--- src/rtl/calc_pkg.sv ---
// rtl/calc_pkg.sv - shared constants, state encoding and opcode helpers for calc_exec_seq
package calc_pkg;

    // Opcode encoding
    localparam logic [3:0] OP_ADD = 4'ha;
    localparam logic [3:0] OP_SUB = 4'hb;
    localparam logic [3:0] OP_MUL = 4'hc;
    localparam logic [3:0] OP_DIV = 4'hd;

    // Largest value representable in 6 BCD digits
    localparam int unsigned MAX_VAL  = 999999;

    // Step counts: one cycle per BCD digit in LOAD, one per bit for mul/div/conv
    localparam int unsigned LOAD_CYC = 6;
    localparam int unsigned ITER_CYC = 20;

    typedef enum logic [2:0] {
        ST_IDLE,
        ST_LOAD,
        ST_EXEC,
        ST_CONV,
        ST_DONE
    } state_t;

    function automatic logic op_valid(input logic [3:0] op);
        return (op == OP_ADD) || (op == OP_SUB) || (op == OP_MUL) || (op == OP_DIV);
    endfunction

    // Multi-cycle operations iterate once per result bit
    function automatic logic op_iter(input logic [3:0] op);
        return (op == OP_MUL) || (op == OP_DIV);
    endfunction

endpackage

--- src/rtl/calc_exec_seq_if.sv ---
// rtl/calc_exec_seq_if.sv - request/result bundle between a requester and calc_exec_seq
// Signals:
//   start      : request one operation (only honoured while the executor is idle)
//   opcode     : operation select (add/sub/mul/div)
//   num_a/b    : 6-digit packed BCD operands, MSD in [23:20]
//   busy       : executor not idle
//   done       : one-cycle completion pulse
//   num_result : 6-digit packed BCD result, held between completions
//   err        : error flag of the last completed operation
interface calc_exec_seq_if;

    logic        start;
    logic [3:0]  opcode;
    logic [23:0] num_a;
    logic [23:0] num_b;
    logic        busy;
    logic        done;
    logic [23:0] num_result;
    logic        err;

    modport master (
        output start, opcode, num_a, num_b,
        input  busy, done, num_result, err
    );

    modport slave (
        input  start, opcode, num_a, num_b,
        output busy, done, num_result, err
    );

endinterface

--- src/rtl/calc_bin2bcd.sv ---
// rtl/calc_bin2bcd.sv - 20-bit binary to 6-digit BCD double-dabble converter, 20 cycles
// Ports:
//   CLK_1K : clock, rising edge
//   RSTN   : asynchronous active-low reset
//   start  : load bin and perform the first shift step in the same cycle
//   bin    : binary value to convert (must be <= 999999 for a meaningful result)
//   bcd    : converted value, valid while fin is high
//   fin    : conversion complete; stays high until the next start
module calc_bin2bcd (
    input  logic        CLK_1K,
    input  logic        RSTN,
    input  logic        start,
    input  logic [19:0] bin,
    output logic [23:0] bcd,
    output logic        fin
);

    // Remaining input bits followed by a marker 1. The marker walks up one
    // position per step; reaching bit 19 means all 20 bits have been shifted
    // in, so no separate step counter is needed.
    logic [19:0] sh;
    logic [23:0] bcd_r;
    logic [23:0] adj;

    function automatic logic [23:0] add3(input logic [23:0] v);
        logic [23:0] r;
        r = v;
        for (int i = 0; i < 6; i++) begin
            if (r[4*i +: 4] >= 4'd5) begin
                r[4*i +: 4] = r[4*i +: 4] + 4'd3;
            end
        end
        return r;
    endfunction

    assign adj = add3(bcd_r);
    assign fin = (sh == 20'h80000);
    assign bcd = bcd_r;

    always_ff @(posedge CLK_1K or negedge RSTN) begin
        if (!RSTN) begin
            sh    <= '0;
            bcd_r <= '0;
        end else if (start) begin
            // BCD register is empty, so the first step needs no adjust
            bcd_r <= {23'd0, bin[19]};
            sh    <= {bin[18:0], 1'b1};
        end else if (sh != 20'd0 && !fin) begin
            bcd_r <= (adj << 1) | {23'd0, sh[19]};
            sh    <= sh << 1;
        end
    end

endmodule

--- src/rtl/calc_exec_seq.sv ---
// rtl/calc_exec_seq.sv - sequential BCD calculator: BCD->binary load, add/sub/mul/div, binary->BCD
// Ports:
//   CLK_1K : clock, rising edge
//   RSTN   : asynchronous active-low reset, aborts any operation in flight
//   bus    : calc_exec_seq_if.slave (start/opcode/num_a/num_b in, busy/done/num_result/err out)
module calc_exec_seq
    import calc_pkg::*;
(
    input  logic            CLK_1K,
    input  logic            RSTN,
    calc_exec_seq_if.slave  bus
);

    state_t      state;
    logic [4:0]  step;          // shared by LOAD, EXEC and CONV
    logic [3:0]  op_cap;
    logic [23:0] a_cap;         // shifted left one digit per LOAD cycle
    logic [23:0] b_cap;
    logic [19:0] a_bin;         // also the dividend shifter during div
    logic [19:0] b_bin;         // also the multiplier shifter during mul
    logic        bad_digit;
    logic [39:0] prod;
    logic [19:0] rem;
    logic [19:0] quo;

    logic        busy_r;
    logic        done_r;
    logic        err_r;
    logic [23:0] result_r;

    // LOAD datapath
    logic [3:0]  dig_a;
    logic [3:0]  dig_b;
    logic        bad_now;

    assign dig_a   = a_cap[23:20];
    assign dig_b   = b_cap[23:20];
    assign bad_now = bad_digit || (dig_a > 4'd9) || (dig_b > 4'd9);

    // EXEC datapath: mul is MSB-first shift-add, div is restoring division.
    // The final step's value is used combinationally so the error check and
    // conversion start happen on the same edge that completes EXEC.
    logic [39:0] mul_next;
    logic [20:0] rem_sh;
    logic        rem_ge;
    logic [19:0] rem_next;
    logic [19:0] quo_next;
    logic [20:0] sum_ab;

    assign mul_next = (prod << 1) + (b_bin[19] ? {20'd0, a_bin} : 40'd0);
    assign rem_sh   = {rem, a_bin[19]};
    assign rem_ge   = (rem_sh >= {1'b0, b_bin});
    assign rem_next = rem_ge ? 20'(rem_sh - {1'b0, b_bin}) : 20'(rem_sh);
    assign quo_next = {quo[18:0], rem_ge};
    assign sum_ab   = {1'b0, a_bin} + {1'b0, b_bin};

    logic [39:0] res_wide;
    logic        res_neg;
    logic        res_div0;
    logic        exec_err;
    logic        exec_last;
    logic        conv_start;
    logic [23:0] conv_bcd;
    logic        conv_fin;

    always_comb begin
        res_wide = 40'd0;
        res_neg  = 1'b0;
        res_div0 = 1'b0;
        case (op_cap)
            OP_ADD: res_wide = {19'd0, sum_ab};
            OP_SUB: begin
                res_wide = {20'd0, a_bin - b_bin};
                res_neg  = (a_bin < b_bin);
            end
            OP_MUL: res_wide = mul_next;
            OP_DIV: begin
                res_wide = {20'd0, quo_next};
                res_div0 = (b_bin == 20'd0);
            end
            default: ;
        endcase
    end

    assign exec_err   = res_neg || res_div0 || (res_wide > 40'(MAX_VAL));
    assign exec_last  = !op_iter(op_cap) || (step == 5'(ITER_CYC - 1));
    assign conv_start = (state == ST_EXEC) && exec_last && !exec_err;

    calc_bin2bcd u_bin2bcd (
        .CLK_1K (CLK_1K),
        .RSTN   (RSTN),
        .start  (conv_start),
        .bin    (res_wide[19:0]),
        .bcd    (conv_bcd),
        .fin    (conv_fin)
    );

    always_ff @(posedge CLK_1K or negedge RSTN) begin
        if (!RSTN) begin
            state     <= ST_IDLE;
            step      <= '0;
            op_cap    <= '0;
            a_cap     <= '0;
            b_cap     <= '0;
            a_bin     <= '0;
            b_bin     <= '0;
            bad_digit <= 1'b0;
            prod      <= '0;
            rem       <= '0;
            quo       <= '0;
            busy_r    <= 1'b0;
            done_r    <= 1'b0;
            err_r     <= 1'b0;
            result_r  <= '0;
        end else begin
            case (state)
                ST_IDLE: begin
                    if (bus.start) begin
                        op_cap    <= bus.opcode;
                        a_cap     <= bus.num_a;
                        b_cap     <= bus.num_b;
                        a_bin     <= '0;
                        b_bin     <= '0;
                        bad_digit <= 1'b0;
                        prod      <= '0;
                        rem       <= '0;
                        quo       <= '0;
                        step      <= '0;
                        busy_r    <= 1'b1;
                        state     <= ST_LOAD;
                    end
                end

                ST_LOAD: begin
                    a_cap     <= a_cap << 4;
                    b_cap     <= b_cap << 4;
                    a_bin     <= a_bin * 20'd10 + {16'd0, dig_a};
                    b_bin     <= b_bin * 20'd10 + {16'd0, dig_b};
                    bad_digit <= bad_now;
                    if (step == 5'(LOAD_CYC - 1)) begin
                        step <= '0;
                        if (bad_now || !op_valid(op_cap)) begin
                            state    <= ST_DONE;
                            done_r   <= 1'b1;
                            err_r    <= 1'b1;
                            result_r <= '0;
                        end else begin
                            state <= ST_EXEC;
                        end
                    end else begin
                        step <= step + 5'd1;
                    end
                end

                ST_EXEC: begin
                    if (op_cap == OP_MUL) begin
                        prod  <= mul_next;
                        b_bin <= b_bin << 1;
                    end
                    if (op_cap == OP_DIV) begin
                        rem   <= rem_next;
                        quo   <= quo_next;
                        a_bin <= a_bin << 1;
                    end
                    if (exec_last) begin
                        step <= '0;
                        if (exec_err) begin
                            state    <= ST_DONE;
                            done_r   <= 1'b1;
                            err_r    <= 1'b1;
                            result_r <= '0;
                        end else begin
                            state <= ST_CONV;
                        end
                    end else begin
                        step <= step + 5'd1;
                    end
                end

                ST_CONV: begin
                    if (step == 5'(ITER_CYC - 1)) begin
                        // Converter finishes one cycle early; fin guards against
                        // publishing a half-converted value.
                        step     <= '0;
                        state    <= ST_DONE;
                        done_r   <= 1'b1;
                        err_r    <= !conv_fin;
                        result_r <= conv_fin ? conv_bcd : 24'd0;
                    end else begin
                        step <= step + 5'd1;
                    end
                end

                ST_DONE: begin
                    done_r <= 1'b0;
                    busy_r <= 1'b0;
                    state  <= ST_IDLE;
                end

                default: begin
                    state  <= ST_IDLE;
                    busy_r <= 1'b0;
                    done_r <= 1'b0;
                end
            endcase
        end
    end

    assign bus.busy       = busy_r;
    assign bus.done       = done_r;
    assign bus.err        = err_r;
    assign bus.num_result = result_r;

endmodule

--- src/flat_wrapper.sv ---
// flat-port wrapper written by rule: the top's interface ports become plain ports
module calc_exec_seq_flat import calc_pkg::*;
  (CLK_1K, RSTN, bus_start, bus_opcode, bus_num_a, bus_num_b, bus_busy, bus_done, bus_num_result, bus_err);
  calc_exec_seq_if bus_i ();
  input  logic CLK_1K;
  input  logic RSTN;
  input wire logic [$bits(bus_i.start)-1:0] bus_start;
  input wire logic [$bits(bus_i.opcode)-1:0] bus_opcode;
  input wire logic [$bits(bus_i.num_a)-1:0] bus_num_a;
  input wire logic [$bits(bus_i.num_b)-1:0] bus_num_b;
  output wire logic [$bits(bus_i.busy)-1:0] bus_busy;
  output wire logic [$bits(bus_i.done)-1:0] bus_done;
  output wire logic [$bits(bus_i.num_result)-1:0] bus_num_result;
  output wire logic [$bits(bus_i.err)-1:0] bus_err;
  assign bus_i.start = bus_start;
  assign bus_i.opcode = bus_opcode;
  assign bus_i.num_a = bus_num_a;
  assign bus_i.num_b = bus_num_b;
  assign bus_busy = bus_i.busy;
  assign bus_done = bus_i.done;
  assign bus_num_result = bus_i.num_result;
  assign bus_err = bus_i.err;
  calc_exec_seq u_core (.CLK_1K(CLK_1K), .RSTN(RSTN), .bus(bus_i));
endmodule
--- config.mk ---
export PLATFORM = sky130hd
export DESIGN_NAME = calc_exec_seq_flat
export DESIGN_NICKNAME = d
export VERILOG_FILES = /design/src/rtl/calc_pkg.sv /design/src/rtl/calc_exec_seq_if.sv /design/src/rtl/calc_bin2bcd.sv /design/src/rtl/calc_exec_seq.sv /design/src/flat_wrapper.sv
export SDC_FILE = /design/constraint.sdc
export NUM_CORES = 1
export LEC_CHECK = 0
export ABC_AREA = 1
export BUFFER_PORTS_ARGS = -buffer_cell sky130_fd_sc_hd__buf_2
export CAP_MARGIN = 15
export CELL_PAD_IN_SITES_DETAIL_PLACEMENT = 2
export CELL_PAD_IN_SITES_GLOBAL_PLACEMENT = 2
export CORE_MARGIN = 2
export CORE_UTILIZATION = 39
export DETAILED_ROUTE_END_ITERATION = 16
export PLACE_DENSITY = 0.95
export RECOVER_POWER = 50
export SYNTH_ARGS = -nofsm -noshare
export SYNTH_HDL_FRONTEND = slang
export SYNTH_HIERARCHICAL = 1
export SYNTH_SLANG_ARGS = --single-unit
--- constraint.sdc ---
create_clock -name CLK_1K -period 10 [get_ports CLK_1K]
set_input_delay 3 -clock CLK_1K [delete_from_list [all_inputs] [get_ports CLK_1K]]
set_output_delay 3 -clock CLK_1K [all_outputs]
set_load 0.05 [all_outputs]
==> results of run 1 <==
-- registers in the layout, summed over array words and instances, names as in the netlist --
name and flops:
u_core/a_bin 20, u_core/a_cap 24, u_core/b_bin 20, u_core/b_cap 24, u_core/bad_digit 1, u_core/bus.busy 1, u_core/bus.done 1, u_core/bus.err 1
u_core/bus.num_result 24, u_core/op_cap 4, u_core/prod 39, u_core/quo 19, u_core/rem 20, u_core/state 3, u_core/step 5, u_core/u_bin2bcd/bcd 24
u_core/u_bin2bcd/sh 20
-- cell type report --
type                            instances  area share, %
Tap cell                              688           3.76
Multi-Input combinational cell       2318           53.9
Timing Repair Buffer                   95           2.24
Inverter                              468           7.67
Sequential cell                       250           27.3
Clock inverter                         11          0.448
Clock buffer                           53           4.65
-- through the flow --
step / hold slack (ps) / instances
2_1_floorplan: 443 / 3133
3_3_place_gp: 450 / 3819
3_5_place_dp: 464 / 3819
4_1_cts: 478 / 3883
5_1_grt: 491 / 3883
6_report: 473 / 3883
-- kinds of logic (layout without fill, tap and decap cells) --
kind of cell,count (synthesis),in the layout,synth area share [%]
AND/OR/NAND/NOR,1652,1652,34.4
buffers and inverters,565,627,10.7
AO/OA/AOI/OAI,445,445,12.1
flip-flops,250,250,30.1
adder cells (fa/ha/maj),169,169,10.5
XOR/XNOR,48,48,2.02
multiplexers,4,4,0.211
-- how the worst max path moves through the flow --
| stage | startpoint | slack [ps] | endpoint |
|---|---|---|---|
| final | RSTN | 3060 | u_core/b_bin[11] |
| after floorplan | bus_start | 5270 | u_core/bus.num_result[14] |
| after global routing | RSTN | 2400 | u_core/b_bin[11] |
| after global placement | bus_start | 4420 | u_core/bus.num_result[11] |
| after detailed placement | bus_start | 4060 | u_core/bus.num_result[10] |
| after CTS | bus_start | 4560 | u_core/bus.num_result[11] |
-- layer usage --
metal  vias up  wire length (um)  global-route usage, %
met4         2              6500                   20.6
li1      10300                 -                      -
met5         -                16                      0
met1     11900             39200                   40.4
met3       378              5140                   5.74
met2       883             51000                   65.0
-- report_power, final --
| part | leakage (nW) | switching [mW] | total (mW) | internal [mW] |
|---|---|---|---|---|
| clock | 0.569 | 0.546 | 1.31 | 0.765 |
| sequential | 3.29 | 0.388 | 1.63 | 1.24 |
| combinational | 8.28 | 3.76 | 5.20 | 1.44 |
-- Yosys cell counts (5+ instances only) --
| master | instances |
|---|---|
| or2_2 | 5 |
| nor2_2 | 13 |
| a22oi_1 | 16 |
| nor2_1 | 260 |
| nand3b_1 | 10 |
| nor3_1 | 71 |
| dfrtp_1 | 250 |
| o21a_1 | 6 |
| nand4_1 | 98 |
| a31oi_1 | 11 |
| clkbuf_1 | 48 |
| nand3_1 | 274 |
| inv_1 | 466 |
| buf_4 | 6 |
| ha_1 | 161 |
| nor4_1 | 10 |
| o21ai_0 | 153 |
| o22ai_1 | 43 |
| buf_1 | 7 |
| o21bai_1 | 14 |
| nand2_1 | 880 |
| xor2_1 | 32 |
| o21ai_1 | 5 |
| nand3_2 | 7 |
| buf_2 | 29 |
| o211ai_1 | 12 |
| buf_6 | 5 |
| a211oi_1 | 9 |
| xnor2_1 | 16 |
| a21oi_1 | 151 |
| fa_1 | 8 |
| a21o_1 | 7 |
==> summary.md, run 1 <==
| Metric | Value |
|---|---|
| Layout cells sized above 1 | `6.17%` |
| Worst path max stage delay | `between 2000 and 3000 ps` |
| Root Buffer | `clkbuf_16` |
| Final setup viols | `0` |
| Static Leak | `around 12 nW` |
| CP Capture Type | `async pin` |
| Max-slew violations | `roughly 240` |
| Detail Placement HPWL | `between 70 and 80 mm` |
| Total power | `8.15 mW` |
| VDD IR max | `around 0.19 mV` |
| Post-Route Utilization | `43.5%` |
| Worst hold path depth | `2` |
| Commonest cells after routing, fill and taps aside | `880 x nand2_1, 466 x inv_1, 274 x nand3_1, 258 x nor2_1, 250 x dfrtp_1` |
| Number of flops mapped to enable cells by yosys | `0` |
| Vias in the first global route | `approximately 27000` |
| Final worst-path cycle share | `69.4%` |
| Die Wd | `around 230 um` |
| Fillers | `approximately 6400` |
| Die Area | `about 0.055 mm2` |
| First-pass GRT wire length | `approximately 160 mm` |
| Vias | `23400` |
| R2R Setup Slk | `approximately 4400 ps` |
| DP Worst Slack | `roughly 4000 ps` |
| Post-route cell area | `about 0.023 mm2` |
| Worst R2R Start | `u_core/b_bin[19]` |
| Hold Violations, Final | `0` |
| Post-synth top flop | `dfrtp_1` |
| Critical path's top delay family | `buffers and inverters` |
| Max Fclk | `roughly 0.14 GHz` |
| Initial antenna violation count | `2` |
| Area of the core | `~0.053 mm2` |
| Hold_buf cts | `0` |
| PD cells | `about 360 mW/mm2` |
| Maximum clock path buffer count | `3` |
| PnR worst setup slack | `3060 ps` |
| CTS Buf Count | `35` |
| Worst slew pin tran | `4110 ps` |
| Failing checks | `capacitance limit, slew limit` |
| Nets | `between 3000 and 4000` |
| Fin crit period | `~6900 ps` |
| Multi-input logic area | `0.0123 mm2` |
| Clk pin slew, worst setup/hold paths | `about 60 ps` |
| CP Data Arrival Time | `6630 ps` |
| Setup CP Type | `input port to async pin` |
| Post-cts resize count | `0` |
| Worst-path cell chain | `buf_8 > clkbuf_2` |
| Max transition margin | `-174%` |
| Gate Count Post-Synth | `around 3100` |
| Post-CTS setup buffers | `0` |
| RSZ-0062 raised after global routing | `false` |
| H-tree levels | `2` |
| CTS tree | `done` |
| Number of diodes | `0` |
| Critical path buffers and inverters | `2` |
| Status | `finished, violations left` |
| I/O Buffers | `81` |
| Clock sinks | `250` |
| Worst Hold End | `u_core/bus.num_result[3]` |
| Pin count of the biggest net entering global routing | `about 150` |
| DR vias/cell | `6.03` |
| Worst-path maximum fanout | `between 100 and 150` |
| Area share of the leading cell type in the synthesized netlist | `a little under a third` |
| Register area | `0.00626 mm2` |
| Chip Height | `between 200 and 250 um` |
| Drt pass-1 iters | `5` |
| First DRT Iteration DRCs | `roughly 1400` |
| Total Wirelength | `between 100 and 150 mm` |
| Register area share after synthesis | `30.1%` |
| Flops & latches, synth | `250` |
| Synth Warn # | `6` |
| Reg2reg path depth | `18` |
| # rows | `84` |
| Starting density of the core | `about two fifths` |
| Total GRT Usage | `a little over a third` |
| Clock latency on the worst-skew pair | `about 570 ps` |
| Hold_sp | `u_core/bus.num_result[3]` |
| Drt wl/cell | `about 26 um` |
| Required time of the critical path | `around 9700 ps` |
| Fin Setup TNS | `0 ps` |
| Crit path launch type | `input port` |
| Mean Syn Cell Area | `between 6 and 7 um2` |
| Remaining DRCs | `0` |
| Worst flop-to-flop path endpoint | `u_core/u_bin2bcd/bcd[23]` |
| Clock skew | `~34 ps` |
| Post-route ant nets | `0` |
| Yosys top cell by area | `dfrtp_1` |
| Syn_nets | `between 3000 and 4000` |
| Area grow syn2layout | `10.1%` |
| Total congestion overflow | `0` |
| Area contributors post-synth | `dfrtp_1 30%, nand2_1 16%, ha_1 9.7%` |
| Crit path depth | `2` |
| Number of distinct library cells after synthesis | `60` |
| Slowest CP cell | `clkbuf_2` |
| Max-Cap Viols | `3` |
| Ports | `between 80 and 90` |
| GP Congestion | `0.966` |
| Synthesized area | `roughly 0.021 mm2` |
| Commonest non-fill, non-tap cell in the layout | `nand2_1` |
| Async S/R FF share, synth | `between 90% and 100%` |
| Dpl cell area | `between 0.02 and 0.025 mm2` |
| Worst Hold Class | `flip-flop to flip-flop` |
Power figures use the tool's default switching activity.
==> run 2, diff against run 1 <==
--- a/config.mk
+++ b/config.mk
@@ -11,9 +11,9 @@
 export CELL_PAD_IN_SITES_DETAIL_PLACEMENT = 2
 export CELL_PAD_IN_SITES_GLOBAL_PLACEMENT = 2
 export CORE_MARGIN = 2
-export CORE_UTILIZATION = 39
+export CORE_UTILIZATION = 32
 export DETAILED_ROUTE_END_ITERATION = 16
-export PLACE_DENSITY = 0.95
+export PLACE_DENSITY = 0.88
 export RECOVER_POWER = 50
 export SYNTH_ARGS = -nofsm -noshare
 export SYNTH_HDL_FRONTEND = slang
==> constraint.sdc (replaced) <==
create_clock -name CLK_1K -period 5.75 [get_ports CLK_1K]
set_input_delay 1.725 -clock CLK_1K [delete_from_list [all_inputs] [get_ports CLK_1K]]
set_output_delay 1.725 -clock CLK_1K [all_outputs]
set_load 0.05 [all_outputs]
==> summary.md, run 2 (synthesized netlist as in run 1, its figures left out) <==
| Metric | Value |
|---|---|
| Clk pin slew, worst setup/hold paths | `70 ps (about the same)` |
| Switch Pwr | `7.87 mW (+68%)` |
| CP Data Arrival Time | `5930 ps (-700 ps)` |
| Failing checks | `capacitance limit, slew limit` |
| Initial antenna violation count | `4 (+2)` |
| Post-CTS setup buffers | `0 (unchanged)` |
| Crit path launch type | `flip-flop` |
| Inst Count DP | `4004 (+4.8%)` |
| Post-route cell area | `0.0232 mm2 (+1.2%)` |
| Crit path depth | `24 (+22)` |
| Sw Ratio | `57.2% (-0.44 points)` |
| Static Leak | `12.2 nW (+0.35%)` |
| PD cells | `594 mW/mm2 (+67%)` |
| Fin crit period | `~5500 ps` |
| Crit-path most repeated cell | `nand2_1` |
| Detail Placement HPWL | `67.1 mm (-5.7%)` |
| Met2 usage | `47.9% (-17 points)` |
| Worst R2R Start | `u_core/b_bin[19]` |
| First DRT Iteration DRCs | `1313 (-6.3%)` |
| Required time of the critical path | `6190 ps (-3500 ps)` |
| Total congestion overflow | `0 (unchanged)` |
| Slowest CP cell | `dfrtp_1` |
| Total power | `13.8 mW (+69%)` |
| CTS tree | `done` |
| Total GRT Usage | `27.9% (-8.3 points)` |
| Drt wl/cell | `22.9 um (-13%)` |
| Worst path max stage delay | `860 ps (-2050 ps)` |
| Max FFs per register | `39 (unchanged)` |
| Hold Violations, Final | `0 (unchanged)` |
| RSZ-0062 raised after global routing | `false` |
| H-tree levels | `2 (unchanged)` |
| Worst flop-to-flop path endpoint | `u_core/u_bin2bcd/bcd[3]` |
| Fin Setup TNS | `0 ps (unchanged)` |
| Status | `finished, violations left` |
| Clock sinks | `250 (unchanged)` |
| Met1 usage in global routing | `34.0% (-6.5 points)` |
| Starting density of the core | `32.3% (-7.2 points)` |
| Logic pwr share | `64.7% (+0.8 points)` |
| Nets | `3409 (+0.50%)` |
| Ports | `82 (unchanged)` |
| R2R Setup Slk | `260 ps (-4160 ps)` |
| Critical path's top delay family | `simple AND/OR/NAND/NOR gates` |
| Worst setup path end | `u_core/u_bin2bcd/bcd[3]` |
| Post-Route Utilization | `36.0% (-7.5 points)` |
| Pin count of the biggest net entering global routing | `96 (-35%)` |
| Die Wd | `259 um (+10%)` |
| Post-cts resize count | `0 (unchanged)` |
| Chip Height | `259 um (+10%)` |
| Largest Register | `u_core/prod` |
| Dpl cell area | `0.0221 mm2 (+1.6%)` |
| GP Congestion | `0.927 (-4.0%)` |
| VDD IR max | `0.223 mV (+17%)` |
| Post-route ant nets | `0 (unchanged)` |
| Drt pass-1 iters | `6 (+1)` |
| Internal | `5.88 mW (+71%)` |
| Clock skew | `24.6 ps (-9.60 ps)` |
| GR Util met3 | `3.71% (-2.0 points)` |
| First-pass GRT wire length | `147 mm (-6.6%)` |
| Clk pwr share | `15.6% (-0.5 points)` |
| # rows | `93 (+11%)` |
| Worst slew pin tran | `3870 ps (-243 ps)` |
| Max-slew violations | `112 (-54%)` |
| Setup CP Type | `flip-flop to flip-flop` |
| Total Wirelength | `93.3 mm (-8.4%)` |
| Worst Hold Class | `flip-flop to flip-flop` |
| CTS Buf Count | `34 (-2.9%)` |
| Max-Cap Viols | `2 (-1)` |
| Reg2reg path depth | `24 (+6)` |
| WHS | `469 ps (-3.75 ps)` |
| CP Capture Type | `flip-flop` |
| DP Worst Slack | `499 ps (-3560 ps)` |
| Vias in the first global route | `25300 (-5.4%)` |
| Hold_buf cts | `0 (unchanged)` |
| Clock latency on the worst-skew pair | `570 ps (about the same)` |
| Commonest cells after routing, fill and taps aside | `879 x nand2_1, 466 x inv_1, 274 x nand3_1, 258 x nor2_1, 250 x dfrtp_1` |
| Root Buffer | `clkbuf_16` |
| DR vias/cell | `5.56 (-7.8%)` |
| Remaining DRCs | `0 (unchanged)` |
| Post-Layout Cell Count | `4068 (+4.8%)` |
| Layout cells sized above 1 | `6.66% (+0.50 points)` |
| Vias | `22600 (-3.4%)` |
| Final setup viols | `0 (unchanged)` |
| Area grow syn2layout | `11.4%` |
| Sequential power share | `19.8% (-0.2 points)` |
| Die Area | `0.0670 mm2 (+21%)` |
| Max transition margin | `-158% (+16 points)` |
| Worst-path maximum fanout | `30 (-79%)` |
| Final worst-path cycle share | `95.5%` |
| Maximum clock path buffer count | `3 (unchanged)` |
| Commonest non-fill, non-tap cell in the layout | `nand2_1` |
| Hold_sp | `u_core/bus.num_result[9]` |
| Crit path from | `u_core/b_bin[19]` |
| PnR worst setup slack | `261 ps (-2800 ps)` |
| Worst-path cell chain | `nand2_1 > inv_1 > ha_1 > inv_1 > fa_1 > inv_1 > nand3_1 > nand2_2 > nand2_1 > nand2_1 > nand3_1 > nand3_2 > nand3_1 > nand3_1 > nand2_1 > nor2_1 > nand2_1 > nor3_4 > nand3_4 > a21oi_4 > buf_4 > inv_1 > nand3_1 > nand2_1` |
| Critical path buffers and inverters | `5 (+3)` |
| I/O Buffers | `81 (unchanged)` |
| Area of the core | `0.0643 mm2 (+22%)` |
| Grt peak-use layer | `met2` |
| Max Fclk | `approximately 0.18 GHz` |
[run 2: cell types whose count changed in the layout (fill, tap and decap cells not counted), moves of 2 or more]
cell	before	now
buf_2	79	77
clkinv_4	0	2
buf_4	12	29
clkinvlp_4	3	6
clkbuf_8	10	3
diode_2	0	2
clkinv_2	5	8
[run 2: cell type report]
type / instances / area (um2)
fill: 7812 / 41200
multi-input combinational: 2318 / 12300
sequential: 250 / 6260
inverter: 468 / 1760
tap: 855 / 1070
clock buffer: 43 / 936
timing repair buffer: 113 / 662
clock inverter: 19 / 144
antenna: 2 / 5.00
[run 2: worst min-delay path by stage]
stage	to	slack [ps]	cells after the start
after detailed placement	u_core/bus.num_result[12]	460	2
after global routing	u_core/bus.num_result[14]	500	2
final	u_core/bus.num_result[9]	470	2
after global placement	u_core/bus.num_result[5]	450	2
after CTS	u_core/bus.num_result[4]	470	2
after floorplan	u_core/u_bin2bcd/sh[10]	440	2
[run 2: metal layers]
layer / share of wire (%) / wire, um
met4: 5.6 / 5260
met1: 42 / 39600
met5: 0.038 / 35
met2: 48 / 44700
met3: 4.0 / 3730
[run 2: power groups by stage]
stage / Combinational (mW) / Sequential (mW) / Clock, mW
after floorplan: 5.90 / 2.50 / 0
after global placement: 8.02 / 2.68 / 0
after detailed placement: 8.54 / 2.71 / 0
after CTS: 8.79 / 2.70 / 2.18
after global routing: 9.80 / 2.76 / 2.24
final: 8.90 / 2.72 / 2.14
[run 2: worst reg2reg max path: cells and delay by family (launching register included)]
family | cells | cell delay, ps
AND/OR/NAND/NOR | 16 | 2330
buffers and inverters | 5 | 1190
flip-flops | 1 | 860
adder cells (fa/ha/maj) | 2 | 640
AO/OA/AOI/OAI | 1 | 350
